$ cat src/rtl/bus_mux_n_to_1_reg.sv
// bus_mux_n_to_1_reg
// Parametrised N-source bus multiplexer with lowest-index priority,
// a same-cycle combinational bus, a registered bus copy, and sticky
// multi-driver contention detection with a saturating event counter.
// Optional macro BUS_HOLD_EN selects bus-keeper mode: with no enable set
// the registered bus holds its last value and the combinational bus shows
// it. Without the macro, an idle bus reads as zero.
module bus_mux_n_to_1_reg #(
   parameter int NUM_SRC = 22,
   parameter int WIDTH   = 32,
   parameter int CNT_W   = 8,
   localparam int SEL_W  = $clog2(NUM_SRC)
) (
   input  logic                     clock,
   input  logic                     clear_n,
   input  logic [NUM_SRC-1:0]       src_en,
   input  logic [NUM_SRC*WIDTH-1:0] src_data,
   input  logic                     err_clr,
   output logic [WIDTH-1:0]         bus_comb,
   output logic [WIDTH-1:0]         bus_out,
   output logic                     bus_valid,
   output logic [SEL_W-1:0]         bus_src,
   output logic                     contention,
   output logic [CNT_W-1:0]         contention_cnt
);

   localparam logic [CNT_W-1:0] CNT_MAX = {CNT_W{1'b1}};

   logic [NUM_SRC-1:0] en_eff;
   logic               any_en;
   logic               multi_en;
   logic [SEL_W-1:0]   win_idx;
   logic [WIDTH-1:0]   win_data;

   logic [WIDTH-1:0]   bus_out_q,    bus_out_d;
   logic               bus_valid_q,  bus_valid_d;
   logic [SEL_W-1:0]   bus_src_q,    bus_src_d;
   logic               contention_q, contention_d;
   logic [CNT_W-1:0]   cnt_q,        cnt_d;

   // Priority encode the enables (lowest index wins) and detect two or more drivers;
   // enables are ignored while in reset so the bus shows its idle value then.
   always_comb begin
      en_eff   = clear_n ? src_en : '0;
      any_en   = 1'b0;
      multi_en = 1'b0;
      win_idx  = '0;
      win_data = '0;
      for (int i = NUM_SRC - 1; i >= 0; i--) begin
         if (en_eff[i]) begin
            win_idx  = SEL_W'(i);
            win_data = src_data[i*WIDTH +: WIDTH];
         end
      end
      for (int j = 0; j < NUM_SRC; j++) begin
         if (en_eff[j]) begin
            if (any_en) begin
               multi_en = 1'b1;
            end
            any_en = 1'b1;
         end
      end
   end

   // Combinational bus: the winner's data, or the idle value when nobody drives.
   always_comb begin
      bus_comb = win_data;
      if (!any_en) begin
`ifdef BUS_HOLD_EN
         bus_comb = bus_out_q;
`else
         bus_comb = '0;
`endif
      end
   end

   // Next-state for the registered bus copy, winner index and valid flag.
   always_comb begin
      bus_valid_d = any_en;
      bus_out_d   = win_data;
      bus_src_d   = win_idx;
      if (!any_en) begin
`ifdef BUS_HOLD_EN
         bus_out_d = bus_out_q;
         bus_src_d = bus_src_q;
`else
         bus_out_d = '0;
         bus_src_d = '0;
`endif
      end
   end

   // Next-state for contention tracking; a new event beats a simultaneous clear.
   always_comb begin
      contention_d = contention_q;
      cnt_d        = cnt_q;
      if (multi_en) begin
         contention_d = 1'b1;
         if (err_clr) begin
            cnt_d = CNT_W'(1);
         end else if (cnt_q != CNT_MAX) begin
            cnt_d = cnt_q + CNT_W'(1);
         end
      end else if (err_clr) begin
         contention_d = 1'b0;
         cnt_d        = '0;
      end
   end

   // State registers with asynchronous active-low clear.
   always_ff @(posedge clock or negedge clear_n) begin
      if (!clear_n) begin
         bus_out_q    <= '0;
         bus_valid_q  <= 1'b0;
         bus_src_q    <= '0;
         contention_q <= 1'b0;
         cnt_q        <= '0;
      end else begin
         bus_out_q    <= bus_out_d;
         bus_valid_q  <= bus_valid_d;
         bus_src_q    <= bus_src_d;
         contention_q <= contention_d;
         cnt_q        <= cnt_d;
      end
   end

   assign bus_out        = bus_out_q;
   assign bus_valid      = bus_valid_q;
   assign bus_src        = bus_src_q;
   assign contention     = contention_q;
   assign contention_cnt = cnt_q;

endmodule
$ cat config.mk
export PLATFORM = sky130hd
export DESIGN_NAME = bus_mux_n_to_1_reg
export DESIGN_NICKNAME = d
export VERILOG_FILES = /design/src/rtl/bus_mux_n_to_1_reg.sv
export SDC_FILE = /design/constraint.sdc
export NUM_CORES = 1
export LEC_CHECK = 0
export BUFFER_PORTS_ARGS = -buffer_cell sky130_fd_sc_hd__buf_2
export CORE_AREA = 2 2 316 318
export CTS_BUF_LIST = sky130_fd_sc_hd__clkbuf_4
export CTS_CLUSTER_DIAMETER = 80
export CTS_CLUSTER_SIZE = 25
export DETAILED_ROUTE_END_ITERATION = 8
export DIE_AREA = 0 0 318 320
export GPL_TIMING_DRIVEN = 0
export HOLD_SLACK_MARGIN = 0.05
export PLACE_DENSITY = 0.38
export SYNTH_ARGS = -nofsm -noshare
export SYNTH_HDL_FRONTEND = slang
export SYNTH_SLANG_ARGS = --single-unit
$ cat constraint.sdc
create_clock -name clock -period 3.1 [get_ports clock]
set_clock_uncertainty 0.2 [all_clocks]
set_input_delay 0.31 -clock clock [delete_from_list [all_inputs] [get_ports clock]]
set_output_delay 0.31 -clock clock [all_outputs]
set_load 0.05 [all_outputs]
==> results.md <==
- The run finished with clean final reports.
- In this run the standard cell core region covers between 90000 and 100000 µm².
- The share of synthesized flip-flops with an asynchronous set or reset is 100%.
- In this run the worst hold path is classified as in2reg.
- In the final layout, the share of cells above drive strength 1 is between 50 and 60%.
- The element type at the critical path end is a primary output.
- Measured against its own limit, the worst slew margin works out to a little over half.
- At the pin with the least slew margin, the transition time is between 0.7 and 0.8 ns.
- The number of max-cap violations is 0.
- The global-route wire length before repair is approximately 140 mm.
- The number of levels the H-tree was split into is 2.
- The highest net fanout along the worst path is 10.
- For this run, design rule violations remaining after detail routing come to 0.
- The critical path is of the in2out type.
- The CTS sink count is 47.
- The detailed-placement wirelength estimate is between 90 and 100 mm.
- Setup repair after global routing could not meet its margin everywhere.
- The worst setup margin is 0.0103 ns.
- The most numerous cell on the critical path is a21oi_2.
- Traced cell by cell, the critical path runs through buf_12, buf_16, clkbuf_8, clkbuf_16, nand2_4, clkbuf_2, o221ai_1, a21oi_2, a21oi_2, o21ai_2, buf_6.
- In this run the static leakage power is just over 0.007 µW.
- The synthesis warning total is 0.
- After detailed routing, the total wire length is roughly 110 mm.
- TritonCTS created 5 clock buffers.
- The largest buffer count on any clock path is 2.
- The post-route clock period utilization is 99.7%.
- The number of placed instances, taps included, is around 3200.
- Counting flops with a built-in enable in the synthesized netlist gives 0.
- The critical path's largest stage delay is about 0.32 ns.
- The total count of max-transition violations in the final report is 0.
- The row count is around 120.
- For this run, the total global-route usage over all layers was measured as just over 20%.
- The die covers approximately 100000 µm².
- After synthesis, the netlist uses between 50 and 60 different library cells.
- The total count of hold-check failures in the final report is 0.
- The fmax is between 300 and 400 MHz.
- The number of global-route vias before repair is approximately 15000.
- The worst-case IR drop observed on VDD is around 0.00017 V.
- The number of I/O port buffers is ~800.
- The vertical die dimension is 320 µm.
- Subtracting the final worst setup slack from the clock period gives 3.09 ns.
- The first-pass iteration count of the detailed router is 5.
- The maximum number of pins on one net before global-route repair is 19.
- The initial standard-cell utilization of the core is 7.93%.
- The synthesized design spends more area on one cell type than any other, namely dfrtp_1.
- The switching part of the total is 54.6%.
- Of the synthesized area, sequential elements account for about 15%.
- Adding up every negative setup slack in the final design gives 0 ns.
- The internal power consumption is roughly 1900 µW.
- Before CTS, the worst setup slack after placement is -2.52 ns.
- The count of cells in the finished layout, fillers not included, comes to roughly 3400.
- From synthesis to final layout, the design area changed by 114%.
- On the critical path, the stage with the largest delay is an instance of clkbuf_2.
- The residual antenna-violating net count after detailed routing is 0.
- The congestion estimate from routability-driven global placement came to 0.923.
- The mean routed wirelength per cell is roughly 32 µm.
- After synthesis the cells add up to around 8000 µm².
- The kind of start point of the critical path is an input port.
- The number of antenna violations at the first check in global routing is 76.
- The total overflow reported by the global router is 0.
- By area the synthesized netlist is led by dfrtp_1, a221oi_1, o21ai_0.
- Setup violations remaining at the end of the flow were counted as 0.
- The root buffer cell is clkbuf_4.
- By instance count, the leading cell after synthesis is o21ai_0.
- The number of nets in the finished design is 2767.
- The share of total power dissipated in combinational logic is a little over two thirds.
- The I/O pin total is just over 800.
- In this run the power density over the cells is roughly 250 nW/µm².
- The post-synthesis net count is roughly 1900.
- The switching power is 2250 µW.
- Ranked by instance count, the synthesized netlist is headed by o21ai_0, clkbuf_1, a21oi_1, a221oi_1, nand2_1.
- In this run, the number of DRC markers left after iteration 0 of detailed routing was approximately 1100.
- Clock latency on the worst-skew pair, taken at its later pin, is roughly 0.6 ns.
- Averaged over all synthesized cells, the footprint is between 6 and 7 µm².
- STA puts the critical path data required time at approximately 2.6 ns.
- Summed over its instances, the top area cell type makes up between 15 and 20% of the synthesized netlist area.
- The final route contains 14637 vias.
- The prevailing post-synth register cell is dfrtp_1.
- The arrival time of the worst setup path is 2.58 ns.
- Dividing the detail-routed via count by the number of cells gives approximately 4.4.
- The number of standard cells after synthesis is about 1100.
- After synthesis the netlist holds a flip-flop and latch count of 47.
- The clock network burns 13.1% of the power.
- TritonCTS built the clock tree.
- The die span in x is around 320 µm.
- The clock transition at the registers of the reported paths is about 0.27 ns.
- Registers are responsible for between 15 and 20% of the overall power.
[area by class of cell]
cell class,count,area (µm²)
Fill cell,11399,81300
Antenna cell,35,87.6
Tap cell,1287,1610
Buffer,134,1100
Inverter,11,48.8
Multi-Input combinational cell,921,7190
Sequential cell,47,1180
Clock buffer,5,37.5
Clock inverter,3,28.8
Timing Repair Buffer,917,5370
[final timing paths]
check                           depth (start not counted)              start                 to  slack (ns)
worst min-delay path                                    5         src_en[18]         contention        0.13
max in group asynchronous                               4            clear_n        bus_out[20]        1.95
worst max register to register                          6  contention_cnt[0]  contention_cnt[6]        1.03
worst min register to register                          2         contention         contention        0.35
min in group asynchronous                               4            clear_n         bus_out[6]        0.22
worst max-delay path                                   11            clear_n       bus_comb[12]        0.01
[power by group through the flow]
| stage | registers [µW] | clock network [µW] | logic (µW) |
|---|---|---|---|
| after global routing | 687 | 581 | 3050 |
| after global placement | 692 | 0 | 2400 |
| after CTS | 681 | 574 | 2880 |
| after floorplan | 886 | 0 | 898 |
| final | 681 | 540 | 2890 |
| after detailed placement | 692 | 0 | 2410 |
[flip-flops by register name, indices dropped and copies added, names as in the netlist]
name,count
bus_valid,1
bus_src,5
contention_cnt,8
bus_out,32
contention,1
[per-layer routing]
metal	track usage, %	up-vias	routed length [µm]
met4	6.57	32	3270
met3	4.74	159	7960
li1	-	6465	-
met1	24.8	7154	44200
met5	0	-	207
met2	35.2	827	52300
[what timing repair did]
action / CTS / global route
hold buffers: 87 / 0
cloned: 3 / 0
endpoints found under the setup margin: 63 / 31
gates resized for setup: 452 / 40
hold endpoints to repair: 93 / 0
pin swaps: 37 / 16
buffers inserted: 24 / 3
[metrics by stage]
step / total power (µW) / hold WS [ns] / utilization, % / instance area, µm²
2_1_floorplan: 1780 / -0.186 / - / 7780
3_3_place_gp: 3090 / 0.314 / 13.7 / 13400
3_5_place_dp: 3100 / 0.0577 / 13.7 / 13500
4_1_cts: 4140 / 0.0602 / 16.7 / 16400
5_1_grt: 4320 / 0.129 / 17.0 / 16600
6_report: 4110 / 0.126 / 17.0 / 16600
[kinds of logic (layout without fill, tap and decap cells)]
family / Yosys count / count (layout) / synth area share (%)
other cells: 0 / 35 / 0
simple gates: 260 / 260 / 17.9
mux: 5 / 5 / 0.708
compound gates: 653 / 653 / 58.2
flops: 47 / 47 / 15.1
fa+ha+maj: 3 / 3 / 0.418
buf+inv: 153 / 1070 / 7.69
[placed cells by master (no fill, tap or decap), types with 12 or more instances in the layout]
master,count
a211oi_1,20
a211oi_2,12
a21oi_1,87
a21oi_2,17
a221o_1,29
a221oi_1,67
a221oi_2,12
a221oi_4,16
a22oi_1,62
buf_2,773
buf_4,45
buf_6,18
clkbuf_2,56
clkbuf_4,35
clkbuf_8,21
dfrtp_1,47
diode_2,35
dlygate4sd3_1,85
nand2_1,80
nor2_1,21
nor2b_1,70
nor3_1,31
o21ai_0,90
o21ai_1,30
o21ai_2,18
o221ai_1,29
o22ai_1,59
o31a_1,30
o41ai_2,13
[worst max-delay path, delay by kind of cell]
family,cells,cell delay (ns)
buffers and inverters,6,1.13
AOI/OAI and AO/OA,4,0.88
and+or+nand+nor,1,0.22
(Power assumes the default switching activity.)
